## src/rtl/td4x_pkg.sv

```systemverilog
// Shared definitions for the td4x core: TD4 opcode values and helpers that
// split a ROM word {op, im} into its fields for any supported data width.
package td4x_pkg;

   // Widest data path the field helpers handle; instruction words are
   // zero-extended to MAX_DW+4 bits before slicing.
   localparam int MAX_DW = 64;

   localparam logic [3:0] OP_ADD_A   = 4'b0000;
   localparam logic [3:0] OP_MOV_A_B = 4'b0001;
   localparam logic [3:0] OP_IN_A    = 4'b0010;
   localparam logic [3:0] OP_MOV_A   = 4'b0011;
   localparam logic [3:0] OP_MOV_B_A = 4'b0100;
   localparam logic [3:0] OP_ADD_B   = 4'b0101;
   localparam logic [3:0] OP_IN_B    = 4'b0110;
   localparam logic [3:0] OP_MOV_B   = 4'b0111;
   localparam logic [3:0] OP_OUT_B   = 4'b1001;
   localparam logic [3:0] OP_OUT_IM  = 4'b1011;
   localparam logic [3:0] OP_JNC     = 4'b1110;
   localparam logic [3:0] OP_JMP     = 4'b1111;

   function automatic logic [3:0] instr_op(input logic [MAX_DW+3:0] instr, input int dw);
      logic [MAX_DW+3:0] shifted;
      shifted = instr >> dw;
      return shifted[3:0];
   endfunction

   function automatic logic [MAX_DW-1:0] instr_im(input logic [MAX_DW+3:0] instr, input int dw);
      return instr[MAX_DW-1:0] & ~({MAX_DW{1'b1}} << dw);
   endfunction

endpackage

```

## src/rtl/td4x_tick_gen.sv

```systemverilog
// Clock-enable divider: one tick every TICK_DIV enabled clk cycles, so the
// core runs from the system clock without a derived clock domain.
module td4x_tick_gen #(
   parameter int TICK_DIV = 5000000
) (
   input  logic clk,
   input  logic rst,
   input  logic en,
   output logic tick
);

   localparam int CW = (TICK_DIV > 1) ? $clog2(TICK_DIV) : 1;
   localparam logic [CW-1:0] LAST = CW'(TICK_DIV - 1);

   logic [CW-1:0] cnt_q, cnt_d;

   // NOTE: every combinational output gets a default first so no path infers a latch.
   always_comb begin
      tick  = en && (cnt_q == LAST);
      cnt_d = cnt_q;
      if (en) begin
         cnt_d = tick ? '0 : cnt_q + 1'b1;
      end
   end

   // NOTE: sequential state is updated with non-blocking assignments only.
   always_ff @(posedge clk or negedge rst) begin
      if (!rst) begin
         cnt_q <= '0;
      end else begin
         cnt_q <= cnt_d;
      end
   end

endmodule

```

## src/rtl/td4x_core.sv

```systemverilog
// Parametrised TD4 core: decode, ALU and register file, executing one
// instruction from the external combinational ROM per divider tick.
module td4x_core
   import td4x_pkg::*;
#(
   parameter int DW       = 4,
   parameter int AW       = 4,
   parameter int TICK_DIV = 5000000
) (
   input  logic            clk,
   input  logic            rst,
   input  logic            en,
   output logic [AW-1:0]   instr_addr,
   input  logic [DW+3:0]   instr_data,
   input  logic [DW-1:0]   in_port,
   output logic [DW-1:0]   out_port,
   output logic            out_strobe,
   output logic            halted,
   output logic            carry
);

   logic tick;

   td4x_tick_gen #(
      .TICK_DIV (TICK_DIV)
   ) u_tick_gen (
      .clk  (clk),
      .rst  (rst),
      .en   (en),
      .tick (tick)
   );

   logic [DW-1:0] a_q, a_d;
   logic [DW-1:0] b_q, b_d;
   logic [AW-1:0] pc_q, pc_d;
   logic          c_q, c_d;
   logic [DW-1:0] out_q, out_d;
   logic          strobe_q, strobe_d;
   logic          halted_q, halted_d;

   logic [MAX_DW+3:0] instr_ext;
   logic [3:0]        op;
   logic [DW-1:0]     im;
   logic [AW-1:0]     jmp_tgt;
   logic [AW-1:0]     pc_inc;
   logic [DW:0]       sum_a;
   logic [DW:0]       sum_b;

   assign instr_ext = (MAX_DW + 4)'(instr_data);
   assign op        = instr_op(instr_ext, DW);
   assign im        = DW'(instr_im(instr_ext, DW));
   assign jmp_tgt   = im[AW-1:0];
   assign pc_inc    = pc_q + 1'b1;
   assign sum_a     = {1'b0, a_q} + {1'b0, im};
   assign sum_b     = {1'b0, b_q} + {1'b0, im};

   always_comb begin
      a_d      = a_q;
      b_d      = b_q;
      pc_d     = pc_q;
      c_d      = c_q;
      out_d    = out_q;
      strobe_d = 1'b0;
      halted_d = halted_q;

      if (tick && !halted_q) begin
         pc_d = pc_inc;
         c_d  = 1'b0;
         case (op)
            OP_ADD_A:   {c_d, a_d} = sum_a;
            OP_ADD_B:   {c_d, b_d} = sum_b;
            OP_MOV_A:   a_d = im;
            OP_MOV_B:   b_d = im;
            OP_MOV_A_B: a_d = b_q;
            OP_MOV_B_A: b_d = a_q;
            OP_IN_A:    a_d = in_port;
            OP_IN_B:    b_d = in_port;
            OP_OUT_B: begin
               out_d    = b_q;
               strobe_d = 1'b1;
            end
            OP_OUT_IM: begin
               out_d    = im;
               strobe_d = 1'b1;
            end
            OP_JMP: begin
               pc_d     = jmp_tgt;
               halted_d = (jmp_tgt == pc_q);
            end
            OP_JNC: begin
               // JNC sees the carry left by the previous instruction (c_q).
               if (!c_q) begin
                  pc_d     = jmp_tgt;
                  halted_d = (jmp_tgt == pc_q);
               end
            end
            default:    c_d = c_q;
         endcase
      end
   end

   always_ff @(posedge clk or negedge rst) begin
      if (!rst) begin
         a_q      <= '0;
         b_q      <= '0;
         pc_q     <= '0;
         c_q      <= 1'b0;
         out_q    <= '0;
         strobe_q <= 1'b0;
         halted_q <= 1'b0;
      end else begin
         a_q      <= a_d;
         b_q      <= b_d;
         pc_q     <= pc_d;
         c_q      <= c_d;
         out_q    <= out_d;
         strobe_q <= strobe_d;
         halted_q <= halted_d;
      end
   end

   assign instr_addr = pc_q;
   assign out_port   = out_q;
   assign out_strobe = strobe_q;
   assign halted     = halted_q;
   assign carry      = c_q;

endmodule

```

## config.mk

```make
export PLATFORM = sky130hd
export DESIGN_NAME = td4x_core
export DESIGN_NICKNAME = d
export VERILOG_FILES = /design/src/rtl/td4x_pkg.sv /design/src/rtl/td4x_tick_gen.sv /design/src/rtl/td4x_core.sv
export SDC_FILE = /design/constraint.sdc
export NUM_CORES = 1
export LEC_CHECK = 0
export CAP_MARGIN = 0
export CORE_MARGIN = 1
export CORE_UTILIZATION = 49
export DETAILED_ROUTE_END_ITERATION = 12
export DONT_BUFFER_PORTS = 1
export GPL_TIMING_DRIVEN = 0
export PLACE_DENSITY = 0.66
export SLEW_MARGIN = 40
export SYNTH_ARGS = -nofsm -noshare
export SYNTH_HDL_FRONTEND = slang
export SYNTH_HIERARCHICAL = 1
export SYNTH_SLANG_ARGS = --single-unit
```

## constraint.sdc

```tcl
create_clock -name clk -period 2.4 [get_ports clk]
set_clock_uncertainty 0.1 [all_clocks]
set_input_delay 0.48 -clock clk [delete_from_list [all_inputs] [get_ports clk]]
set_output_delay 0.48 -clock clk [all_outputs]
set_load 0.01 [all_outputs]
```

; ---- Yosys cells after proc, flatten, opt, wreduce, memory -nomap -nowiden
; Cells that the tools add are included.
[word_totals]
ff_bits = 42
word_cells = 53
[op_classes]
n_addsub = 4
muxes = 11
n_reduce_logical = 16
eq_ne = 14
[op_table]
columns = op, count
row1 = case mux 4 bit (4 select lines), 2
row2 = "adder 23 x 1 -> 23 bit, second input constant", 1
row3 = "equality test 23 bit, second input constant", 1
row4 = two-way mux 23 bit, 1
row5 = "equality test 4 x 3 -> 1 bit, second input constant", 4
row6 = "equality test 4 bit, second input constant", 4
row7 = case mux 4 bit (2 select lines), 2
row8 = adder 4 x 4 -> 5 bit, 2
row9 = OR reduction 10 bit, 1
row10 = "equality test 4 x 2 -> 1 bit, second input constant", 2
row11 = AND reduction 2 bit, 4
row12 = nonzero test 4 bit, 2
row13 = "adder 4 x 1 -> 4 bit, second input constant", 1
row14 = "equality test 4 x 1 -> 1 bit, second input constant", 1
row15 = equality test 4 bit, 1
row16 = logical NOT 4 bit, 1
row17 = two-way mux 4 bit, 1
row18 = nonzero test 2 bit, 2
row19 = two-way mux 1 bit, 3
row20 = case mux 1 bit (3 select lines), 1
row21 = AND reduction 3 bit, 1
row22 = nonzero test 3 bit, 1
row23 = logical AND 1 bit, 2
row24 = "!= test 2 bit, second input constant", 1
row25 = other kinds (3), 3

; ---- Depth between registers and ports, before layout
; Gate-level depths: netlist of the first run.
[depth]
ltp_word = 4
ltp_mapped = 9

; ---- Modules after synthesis
; The synthesis of the first run kept the hierarchy.
[by_module_without_submodules]
columns = mod, area_each_um2, cells_per_inst, seq_area_each_um2, instances
row1 = td4x_core, 1446.4, 140, 475.5, 1
row2 = td4x_tick_gen, 1178.6, 118, 575.6, 1

; ---- Worst setup path after synthesis of the first run
; No wires, ideal clock.
[synth_path]
path_type = input port to flip-flop
from = input en
to = register a_q[0]
path_slack_ns = -0.073
stages = 8
n_path_buf = 2
setup_time_ns = 0.125
t_arrival_ns = 2.249
cell_sequence = buf_2 -> and4_1 -> nand4_1 -> nor3_1 -> nand2b_1 -> buf_2 -> nor3_4 -> mux2_2
[synth_between]
elab_chain_len = 3
[synth_rtl]
columns = item, line
row1 = from (decl), td4x_core.sv:12  ; input logic en,
row2 = logical AND 1 bit, td4x_tick_gen.sv:19  ; tick = en && (cnt_q == LAST);
row3 = net tick, td4x_core.sv:22  ; logic tick;
row4 = logical AND 1 bit, td4x_core.sv:66  ; if (tick && !halted_q) begin
row5 = AND reduction 2 bit (no line), n/a
row6 = to (signal assigned), td4x_core.sv:104  ; a_q <= '0;
row7 = to (signal assigned), td4x_core.sv:112  ; a_q <= a_d;
row8 = to (decl), td4x_core.sv:33  ; logic [DW-1:0] a_q, a_d;
; The timed path passes the listed nets, and every way through them passes these cells.
; A chain may end at the register's enable or synchronous reset.

; ---- Worst setup path in the final report of the first run
[layout_path]
from = register u_tick_gen.cnt_q[1]
to = register a_q[2]
[layout_between]
elab_chain_len = 4
[layout_rtl]
columns = item, line
row1 = from (decl), td4x_tick_gen.sv:15  ; logic [CW-1:0] cnt_q, cnt_d;
row2 = from (signal assigned), td4x_tick_gen.sv:31  ; cnt_q <= cnt_d;
row3 = equality test 23 bit, td4x_tick_gen.sv:19
row4 = logical AND 1 bit, td4x_tick_gen.sv:19
row5 = net tick, td4x_core.sv:22
row6 = logical AND 1 bit, td4x_core.sv:66
row7 = AND reduction 2 bit (no line), n/a
; The timed path passes the listed nets, and every way through them passes these cells.

==> results.json, run 1 <==
{
  "num_rows": 26,
  "clk_pin_slew_ns": 0.08,
  "tightest_slew_ns": 0.685,
  "slew_violations": 0,
  "fin_util_pct": 58.1,
  "path_class": "register to register",
  "dr.pass1.iters": 4,
  "nNetsFinal": 306,
  "setup_viol_count_final": 0,
  "dieArea_sq_um": 5650,
  "antenna_found_initial": 0,
  "p_leak_uw": 0.00131,
  "finalWirelength_um": 5680,
  "die_x_um": 75.2,
  "num_vias": 2035,
  "startpoint_type": "register",
  "clockBufferDepth": 2,
  "power_switching_uw": 415,
  "routabilityCongestion": 0.805,
  "grt_first_pass_wirelength_um": 9230,
  "wl_per_cell_um": 16.2,
  "intPower_uw": 1090,
  "final_cell_mix": "42 x dfrtp_1, 17 x nor2_1, 16 x nand2_1, 14 x inv_1, 14 x buf_4",
  "r2r_slack_ns": 0.04,
  "yosysWarnings": 6,
  "drive_gt1_share_pct": 20.7,
  "relSlewSlack_pct": 54.1,
  "synth_seq_cells": 42,
  "clockPowerShare_pct": 31.3,
  "grt_usage_pct": 21.8,
  "comb_power_share_pct": 13.8,
  "drc_errors": 0,
  "pre_cts_ws_ns": -0.303,
  "dp_hpwl_um": 4000,
  "clock_latency_ns": 0.29,
  "period_needed_ns": 2.36,
  "initial_core_util_pct": 51.1,
  "num-fill-cells": 478,
  "cts_buffers": 5,
  "io_buffers": 0,
  "synth_flop_cell": "dfrtp_1",
  "drt_iter0_drc": 87,
  "vias_per_cell": 5.81,
  "rsz0062_at_grt": "true",
  "hold_violations": 0,
  "grt-ovfl-total": 0,
  "fin_ws_ns": 0.0415,
  "syn_nets": 285,
  "worstPathRequired_ns": 2.48,
  "synth_edf_count": 0,
  "synth_cells": 258,
  "cts.sinks": 42,
  "synth_cell_type_count": 54,
  "endpoint_kind": "register",
  "grt_max_degree": 43,
  "synth.cell_area_sq_um": 2630,
  "ctsRootBufferMaster": "clkbuf_8",
  "cap_violations": 0,
  "arrival_ns": 2.44,
  "die_h_um": 75.2,
  "ios": 26,
  "peakVddDrop_v": 0.000437,
  "fmax_mhz": 424,
  "cts-htree-levels": 2,
  "grt_pass1_vias": 2038,
  "fin_setup_tns_ns": 0,
  "layout_commonest_cell": "dfrtp_1",
  "n_antenna_cell": 0,
  "crit_fanout": 6,
  "p_seq_share_pct": 54.8,
  "ant_nets": 0,
  "status": "finished clean",
  "finalCritPeriodShare_pct": 98.3,
  "seq_area_frac_synth_pct": 40.0,
  "power.density_nw_per_um2": 504,
  "area_delta_synth_final_pct": 13.7,
  "core-area_sq_um": 5140,
  "tritoncts": "done",
  "async_reset_ff_share_pct": 100,
  "hold_class": "input pin to register",
  "p_sw_share_pct": 27.5,
  "postSynthAreaPerCell_sq_um": 10.2
}
## flip-flops by register name, indices dropped and copies added, names as in the netlist
name,cells
out_port,4
a_q,4
halted,1
out_strobe,1
u_tick_gen/cnt_q,23
b_q,4
carry,1
instr_addr,4
## area by class of cell
cell class	instances	area, sq um	area share (%)
clock inverters	1	5.00	0.168
repair buffers	15	128	4.28
clock buffers	7	86.3	2.89
flip-flops and latches	42	1050	35.2
plain buffers	7	50.0	1.68
well taps	70	87.6	2.94
inverters	15	56.3	1.89
multi-input cells	193	1520	50.9
## routing by layer
layer | global-route usage, % | share of wire [%]
met5 | 0 | 0
met4 | 7.00 | 0.60
met3 | 5.62 | 3.8
met2 | 39.5 | 52
met1 | 25.3 | 44
## power groups by stage
stage / Combinational, uW / Clock (uW) / Sequential, uW
global placement: 149 / 0 / 833
detailed placement: 152 / 0 / 834
CTS: 181 / 490 / 819
finish: 208 / 472 / 825
global route: 234 / 522 / 833
floorplan: 131 / 0 / 819
## final timing paths
check | from | end | cells past startpoint
worst max-delay path | u_tick_gen/cnt_q[1]$_DFFE_PN0P_ | a_q[2]$_DFFE_PN0P_ | 8
worst min-delay path | instr_data[0] | instr_addr[0]$_DFFE_PN0P_ | 2
worst max register to register | u_tick_gen/cnt_q[1]$_DFFE_PN0P_ | a_q[2]$_DFFE_PN0P_ | 8
worst min register to register | u_tick_gen/cnt_q[21]$_DFFE_PN0P_ | u_tick_gen/cnt_q[21]$_DFFE_PN0P_ | 1
max in group asynchronous | rst | u_tick_gen/cnt_q[13]$_DFFE_PN0P_ | 2
min in group asynchronous | rst | a_q[1]$_DFFE_PN0P_ | 2
## Yosys cell counts (7+ instances only)
master | n | area share, %
nand4_1 | 9 | 2.1
a21oi_1 | 10 | 1.9
dfrtp_1 | 42 | 40
inv_1 | 14 | 2.0
nand2_1 | 16 | 2.3
nor2_1 | 17 | 2.4
nor4_1 | 7 | 1.7
o21ai_0 | 10 | 1.9
ha_1 | 10 | 4.8
xnor2_1 | 10 | 3.3
nand3_1 | 12 | 2.3
xor2_1 | 13 | 4.3
## worst max-delay path, cell delays in order (launching register included)
cell and delay, ns:
dfrtp_1 0.42, ha_4 0.17, and4_4 0.21, nand4_1 0.22
nor3_4 0.26, nand2b_1 0.09, buf_6 0.14, nor3_4 0.32
mux2_4 0.33
## through the flow
| step | std cells | total power, uW | area (sq um) | hold WS [ns] |
|---|---|---|---|---|
| 5_1_grt | 350 | 1590 | 2980 | 0.249 |
| 3_3_place_gp | 328 | 982 | 2720 | 0.0852 |
| 3_5_place_dp | 328 | 986 | 2720 | 0.0852 |
| 4_1_cts | 342 | 1490 | 2890 | 0.241 |
| 6_report | 350 | 1510 | 2980 | 0.249 |
| 2_1_floorplan | 258 | 951 | 2630 | 0.0844 |
## cell families (layout without fill, tap and decap cells)
logic type | after synthesis | after routing | share of synthesized area, %
AO/OA/AOI/OAI | 48 | 48 | 11.9
XOR/XNOR | 23 | 23 | 7.67
adder cells (fa/ha/maj) | 12 | 12 | 6.29
buffers and inverters | 23 | 45 | 3.96
flip-flops | 42 | 42 | 40.0
multiplexers | 17 | 17 | 9.29
AND/OR/NAND/NOR | 93 | 93 | 20.8
## repair_timing
item / CTS / global route
endpoints found under the hold margin: 42 / 0
buffers inserted: 4 / 9
hold buffers: 2 / 0
gates resized for setup: 3 / 9
setup endpoints to repair: 11 / 12
pin swaps: 4 / 7
Note: power is estimated with default switching activity, not from simulation.
==> run 2, diff against run 1 <==
- CAP_MARGIN: 0 -> default
==> results of run 2 <==
Same layout as run 1: the final DEF is identical, and so are final timing and power.
==> run 3, diff against run 2 <==
- ABC_CLOCK_PERIOD_IN_PS: default -> 2400
==> results of run 3 <==
Same layout as run 1: the final DEF is identical, and so are final timing and power.
